File: src/rtl/regfile_param_if.sv
// Decode/writeback bus of the parametrised register file.
// REGFILE_DEBUG_PORT_EN adds the register-viewer tap (dbg_a/dbg_rd/dbg_busy).
interface regfile_param_if #(
   parameter int DATA_W = 32,
   parameter int ADDR_W = 5
) ();
   logic [ADDR_W-1:0] ra1;
   logic [ADDR_W-1:0] ra2;
   logic [DATA_W-1:0] rd1;
   logic [DATA_W-1:0] rd2;
   logic              we;
   logic [ADDR_W-1:0] wa;
   logic [DATA_W-1:0] wd;
   logic              iss;
   logic [ADDR_W-1:0] iss_a;
   logic              busy1;
   logic              busy2;
   logic [ADDR_W:0]   pend_cnt;
`ifdef REGFILE_DEBUG_PORT_EN
   logic [ADDR_W-1:0] dbg_a;
   logic [DATA_W-1:0] dbg_rd;
   logic              dbg_busy;
`endif

   modport master (
      output ra1, ra2, we, wa, wd, iss, iss_a,
`ifdef REGFILE_DEBUG_PORT_EN
      output dbg_a,
      input  dbg_rd, dbg_busy,
`endif
      input  rd1, rd2, busy1, busy2, pend_cnt
   );

   modport slave (
      input  ra1, ra2, we, wa, wd, iss, iss_a,
`ifdef REGFILE_DEBUG_PORT_EN
      input  dbg_a,
      output dbg_rd, dbg_busy,
`endif
      output rd1, rd2, busy1, busy2, pend_cnt
   );
endinterface

File: src/rtl/regfile_param.sv
// Two-read/one-write register file with write-first bypass and a pending-bit scoreboard.
// Optional register-viewer tap enabled by REGFILE_DEBUG_PORT_EN.
module regfile_param #(
   parameter int DATA_W   = 32,
   parameter int ADDR_W   = 5,
   parameter int ZERO_REG = 1
) (
   input logic            clk,
   input logic            rstn,
   regfile_param_if.slave bus
);
   localparam int DEPTH = 1 << ADDR_W;
   localparam bit ZR    = (ZERO_REG != 0);

   logic [DATA_W-1:0] rf [DEPTH];
   logic [DEPTH-1:0]  pend;
   logic [ADDR_W:0]   cnt_q;

   logic wr_ok;
   logic iss_ok;
   logic set_new;
   logic clr_new;

   always_comb begin
      wr_ok   = bus.we  && !(ZR && (bus.wa == '0));
      iss_ok  = bus.iss && !(ZR && (bus.iss_a == '0));
      set_new = iss_ok && !pend[bus.iss_a];
      // A same-address issue keeps the bit set, so that writeback is not a retire.
      clr_new = wr_ok && pend[bus.wa] && !(iss_ok && (bus.iss_a == bus.wa));
   end

   always_ff @(posedge clk or negedge rstn) begin
      if (!rstn) begin
         for (int i = 0; i < DEPTH; i++) rf[i] <= '0;
         pend  <= '0;
         cnt_q <= '0;
      end else begin
         if (wr_ok) begin
            rf[bus.wa]   <= bus.wd;
            pend[bus.wa] <= 1'b0;
         end
         if (iss_ok) pend[bus.iss_a] <= 1'b1;
         cnt_q <= cnt_q + (ADDR_W+1)'(set_new) - (ADDR_W+1)'(clr_new);
      end
   end

   function automatic logic [DATA_W-1:0] read_port(input logic [ADDR_W-1:0] a);
      logic [DATA_W-1:0] v;
      v = rf[a];
      if (bus.we && (bus.wa == a)) v = bus.wd;
      if (ZR && (a == '0))         v = '0;
      return v;
   endfunction

   function automatic logic busy_port(input logic [ADDR_W-1:0] a);
      return pend[a] && !(bus.we && (bus.wa == a)) && !(ZR && (a == '0));
   endfunction

   assign bus.rd1      = read_port(bus.ra1);
   assign bus.rd2      = read_port(bus.ra2);
   assign bus.busy1    = busy_port(bus.ra1);
   assign bus.busy2    = busy_port(bus.ra2);
   assign bus.pend_cnt = cnt_q;

`ifdef REGFILE_DEBUG_PORT_EN
   assign bus.dbg_rd   = (ZR && (bus.dbg_a == '0)) ? '0 : rf[bus.dbg_a];
   assign bus.dbg_busy = pend[bus.dbg_a];
`endif
endmodule

File: src/flat_wrapper.sv
// flat-port wrapper written by rule: the top's interface ports become plain ports
module regfile_param_flat 
#(
   parameter int DATA_W   = 32,
   parameter int ADDR_W   = 5,
   parameter int ZERO_REG = 1
)
  (clk, rstn, bus_ra1, bus_ra2, bus_we, bus_wa, bus_wd, bus_iss, bus_iss_a, bus_rd1, bus_rd2, bus_busy1, bus_busy2, bus_pend_cnt);
  regfile_param_if #(.DATA_W(DATA_W), .ADDR_W(ADDR_W)) bus_i ();
  input logic clk;
  input logic rstn;
  input wire logic [$bits(bus_i.ra1)-1:0] bus_ra1;
  input wire logic [$bits(bus_i.ra2)-1:0] bus_ra2;
  input wire logic [$bits(bus_i.we)-1:0] bus_we;
  input wire logic [$bits(bus_i.wa)-1:0] bus_wa;
  input wire logic [$bits(bus_i.wd)-1:0] bus_wd;
  input wire logic [$bits(bus_i.iss)-1:0] bus_iss;
  input wire logic [$bits(bus_i.iss_a)-1:0] bus_iss_a;
  output wire logic [$bits(bus_i.rd1)-1:0] bus_rd1;
  output wire logic [$bits(bus_i.rd2)-1:0] bus_rd2;
  output wire logic [$bits(bus_i.busy1)-1:0] bus_busy1;
  output wire logic [$bits(bus_i.busy2)-1:0] bus_busy2;
  output wire logic [$bits(bus_i.pend_cnt)-1:0] bus_pend_cnt;
  assign bus_i.ra1 = bus_ra1;
  assign bus_i.ra2 = bus_ra2;
  assign bus_i.we = bus_we;
  assign bus_i.wa = bus_wa;
  assign bus_i.wd = bus_wd;
  assign bus_i.iss = bus_iss;
  assign bus_i.iss_a = bus_iss_a;
  assign bus_rd1 = bus_i.rd1;
  assign bus_rd2 = bus_i.rd2;
  assign bus_busy1 = bus_i.busy1;
  assign bus_busy2 = bus_i.busy2;
  assign bus_pend_cnt = bus_i.pend_cnt;
  regfile_param #(.DATA_W(DATA_W), .ADDR_W(ADDR_W), .ZERO_REG(ZERO_REG)) u_core (.clk(clk), .rstn(rstn), .bus(bus_i));
endmodule
File: config.mk
export PLATFORM = sky130hd
export DESIGN_NAME = regfile_param_flat
export DESIGN_NICKNAME = d
export VERILOG_FILES = /design/src/rtl/regfile_param_if.sv /design/src/rtl/regfile_param.sv /design/src/flat_wrapper.sv
export SDC_FILE = /design/constraint.sdc
export NUM_CORES = 2
export LEC_CHECK = 0
export CAP_MARGIN = 10
export CORE_MARGIN = 3
export CORE_UTILIZATION = 40
export DETAILED_ROUTE_END_ITERATION = 12
export DONT_BUFFER_PORTS = 1
export GPL_ROUTABILITY_DRIVEN = 0
export HOLD_SLACK_MARGIN = 0.1
export PLACE_DENSITY_LB_ADDON = 0.12
export REMOVE_ABC_BUFFERS = 1
export SYNTH_ARGS = -nofsm -noshare
export SYNTH_HDL_FRONTEND = slang
export SYNTH_SLANG_ARGS = --single-unit
File: constraint.sdc
create_clock -name clk -period 4.38 [get_ports clk]
set_input_delay 1.095 -clock clk [delete_from_list [all_inputs] [get_ports clk]]
set_output_delay 1.095 -clock clk [all_outputs]
set_load 0.05 [all_outputs]
==> metrics.yaml <==
whs_endpoint: "u_core.rf[1014]"
drv_slew: 262
synth_edf_count: 0
initial_core_util_pct: 40.3
pwr-share-comb_pct: 20.5
grt_first_pass_wirelength_mm: 282
hp-start: "u_core.rf[1014]"
hold_slack_ns: 0.393
grt_pass1_vias: 38400
use_met3_pct: 4.38
design_area_sq_um: 65500
fin_crit_sh_pct: 160
drc_errors: 0
fillers: 12800
outcome: "finished, violations left"
first_pass_iters: 5
setup_ws_ns: -2.63
mostFrequentLayoutCell: "dfrtp_1"
path_clk_slew_ns: 0.06
synth-main-ff-cell: "dfrtp_1"
cts_tree: "yes"
syn_to_final_growth_pct: 13.1
die_width_um: 387
dieArea_sq_um: 149000
synth_area_per_cell_sq_um: 14.5
grtUsageMet1_pct: 36.8
r2r-end: "u_core.bus.pend_cnt[4]"
hold_violations: 0
p_sw_mw: 8.23
final_layout_size_suffix_gt1_share_pct: 50.3
ys_seq_area_share_pct: 45.9
arrival_ns: 5.92
grt_max_degree: 322
cp-start-kind: "input port"
ys_types: 59
core_area_sq_um: 144000
clk_path_buf_depth: 3
p_sw_share_pct: 27.1
clock-sinks: 1062
final_core_utilization_pct: 45.6
die_h_um: 387
wl_per_cell_um: 33.0
total_power_mw: 30.3
via_per_inst: 6.31
period_needed_ns: 7.01
portBuffers: 0
hpwl_mm: 102
drt_iter0_markers: 3187
final_cell_mix: "dfrtp_1, mux2_2, mux4_2"
critical_path.max_fanout: 308
io_pins: 128
pwr-share-seq_pct: 43.5
crit_type: "in2out"
crit-reg2reg-launch: "u_core.pend[30]"
drtAntennaViolNets: 0
root_buffer: "clkbuf_16"
hp-class: "reg2reg"
setup_viol: 63
ys_seq_elements: 1062
ir_worst_vdd_v: 0.000285
max_freq_ghz: 0.143
met2_usage_pct: 40.8
grtUsageTotal_pct: 25.7
cts_buffers: 130
clock_power_share_pct: 36.0
multi_input_area_sq_um: 29700
overflow: 0
synth_area_sq_um: 57900
grt.busiest_layer: "met2"
ff2ff_path_depth: 12
rows: 139
async_flop_share_pct: 100
whs_path_depth: 0
cap_violations: 0
required_ns: 3.28
ys_warn_count: 0
dpl_cell_area_sq_um: 61100
clk_latency_ns: 0.76
r2r_setup_slack_ns: 1.10
final_nets: 3946
relSlewSlack_pct: -169
cts.htree.levels: 4
leakage_nw: 28.2
netlist_instances: 4000
skew_ns: 0.0116
antenna_found_initial: 3
violations: "max-slew violations, negative setup slack"
worst_slew_pin_slew_ns: 4.03
wirelength_mm: 194
end_kind: "primary output"
vias: 37200
seq_area_sq_um: 26600
powerDensity_nw_per_um2: 463
p_int_mw: 22.1
[cells in the mapped netlist, types with 20 or more instances]
cell	n	area (sq um)
nand3_1	20	100
mux2i_1	198	1980
clkbuf_1	230	863
nand2_1	175	657
a221oi_1	75	657
o21ai_0	62	310
o221ai_1	32	280
a21oi_1	35	175
nor2b_1	20	125
dfrtp_1	1062	26600
nor2_1	64	240
mux2_2	1025	11500
buf_4	30	225
o31ai_1	34	255
a211oi_1	31	233
buf_2	129	646
buf_1	46	173
mux4_2	486	10900
[cells by family after synthesis]
| group | Yosys count | synth area share, % |
|---|---|---|
| AOI/OAI and AO/OA | 378 | 4.89 |
| xor gates and xnor gates | 20 | 0.302 |
| adders and majority gates | 7 | 0.164 |
| DFF | 1062 | 45.9 |
| and+or+nand+nor | 358 | 2.81 |
| buffers and inverters | 466 | 3.72 |
| muxes | 1709 | 42.2 |
[per-stage QoR]
stage	TNS (ns)	instances	setup WS, ns
after floorplan	-22.96	3546	-0.705
after detailed placement	0	5652	0.00179
final	-80.65	5883	-2.63
after global placement	-0.0216	5652	-0.0216
after CTS	0	5881	0.0275
after global routing	-1.27	5882	-0.0777
[registers in the layout (all words and copies together), names as in the netlist]
register,flops
u_core.bus.pend_cnt,6
u_core.rf,1024
u_core.pend,32
[metal layers]
metal | wire (um) | up-vias
li1 | - | 15200
met1 | 87700 | 20500
met2 | 91000 | 1092
met3 | 10600 | 264
met4 | 4560 | 0
met5 | 0 | -
[power by group through the flow]
stage	logic, mW	registers (mW)	clock network [mW]
floorplan	4.70	12.8	0
global placement	6.07	13.2	0
detailed placement	6.16	13.3	0
CTS	6.19	13.1	11.1
global route	6.61	13.4	11.5
finish	6.21	13.2	10.9
[worst max-delay path, stage by stage]
cell and delay [ns]:
mux4_2 1.86, mux2_2 0.33, a221oi_2 0.21, buf_4 0.14, o31ai_2 0.10, buf_4 0.19, buf_12 0.14
[final cells by class]
cell class | count | share of cell area [%]
Sequential cell | 1062 | 40.6
Clock buffer | 202 | 6.00
Timing Repair Buffer | 205 | 3.79
Multi-Input combinational cell | 2472 | 45.4
Tap cell | 1903 | 3.64
Antenna cell | 1 | 0.00382
Inverter | 12 | 0.0726
Clock inverter | 26 | 0.537
[how the worst max path moves through the flow]
stage | from | to | slack [ns] | cells past startpoint
3_5_place_dp | bus_ra2[1] | bus_rd2[31] | 0.002 | 6
4_1_cts | bus_ra2[0] | bus_rd2[24] | 0.03 | 7
3_3_place_gp | bus_ra2[1] | bus_rd2[31] | -0.02 | 6
6_report | bus_ra2[0] | bus_rd2[3] | -2.63 | 7
2_1_floorplan | bus_ra2[2] | bus_rd2[0] | -0.71 | 5
5_1_grt | bus_ra2[0] | bus_rd2[9] | -0.08 | 8
[timing repair]
item                                   CTS  global route
gates cloned                             0             2
setup endpoints to repair                2           221
hold buffers                             1             0
buffers inserted                         0             0
endpoints found under the hold margin   11             0
pin swaps                                0             4
resized for setup                        1            17
Note: power is estimated with default switching activity, not from simulation.
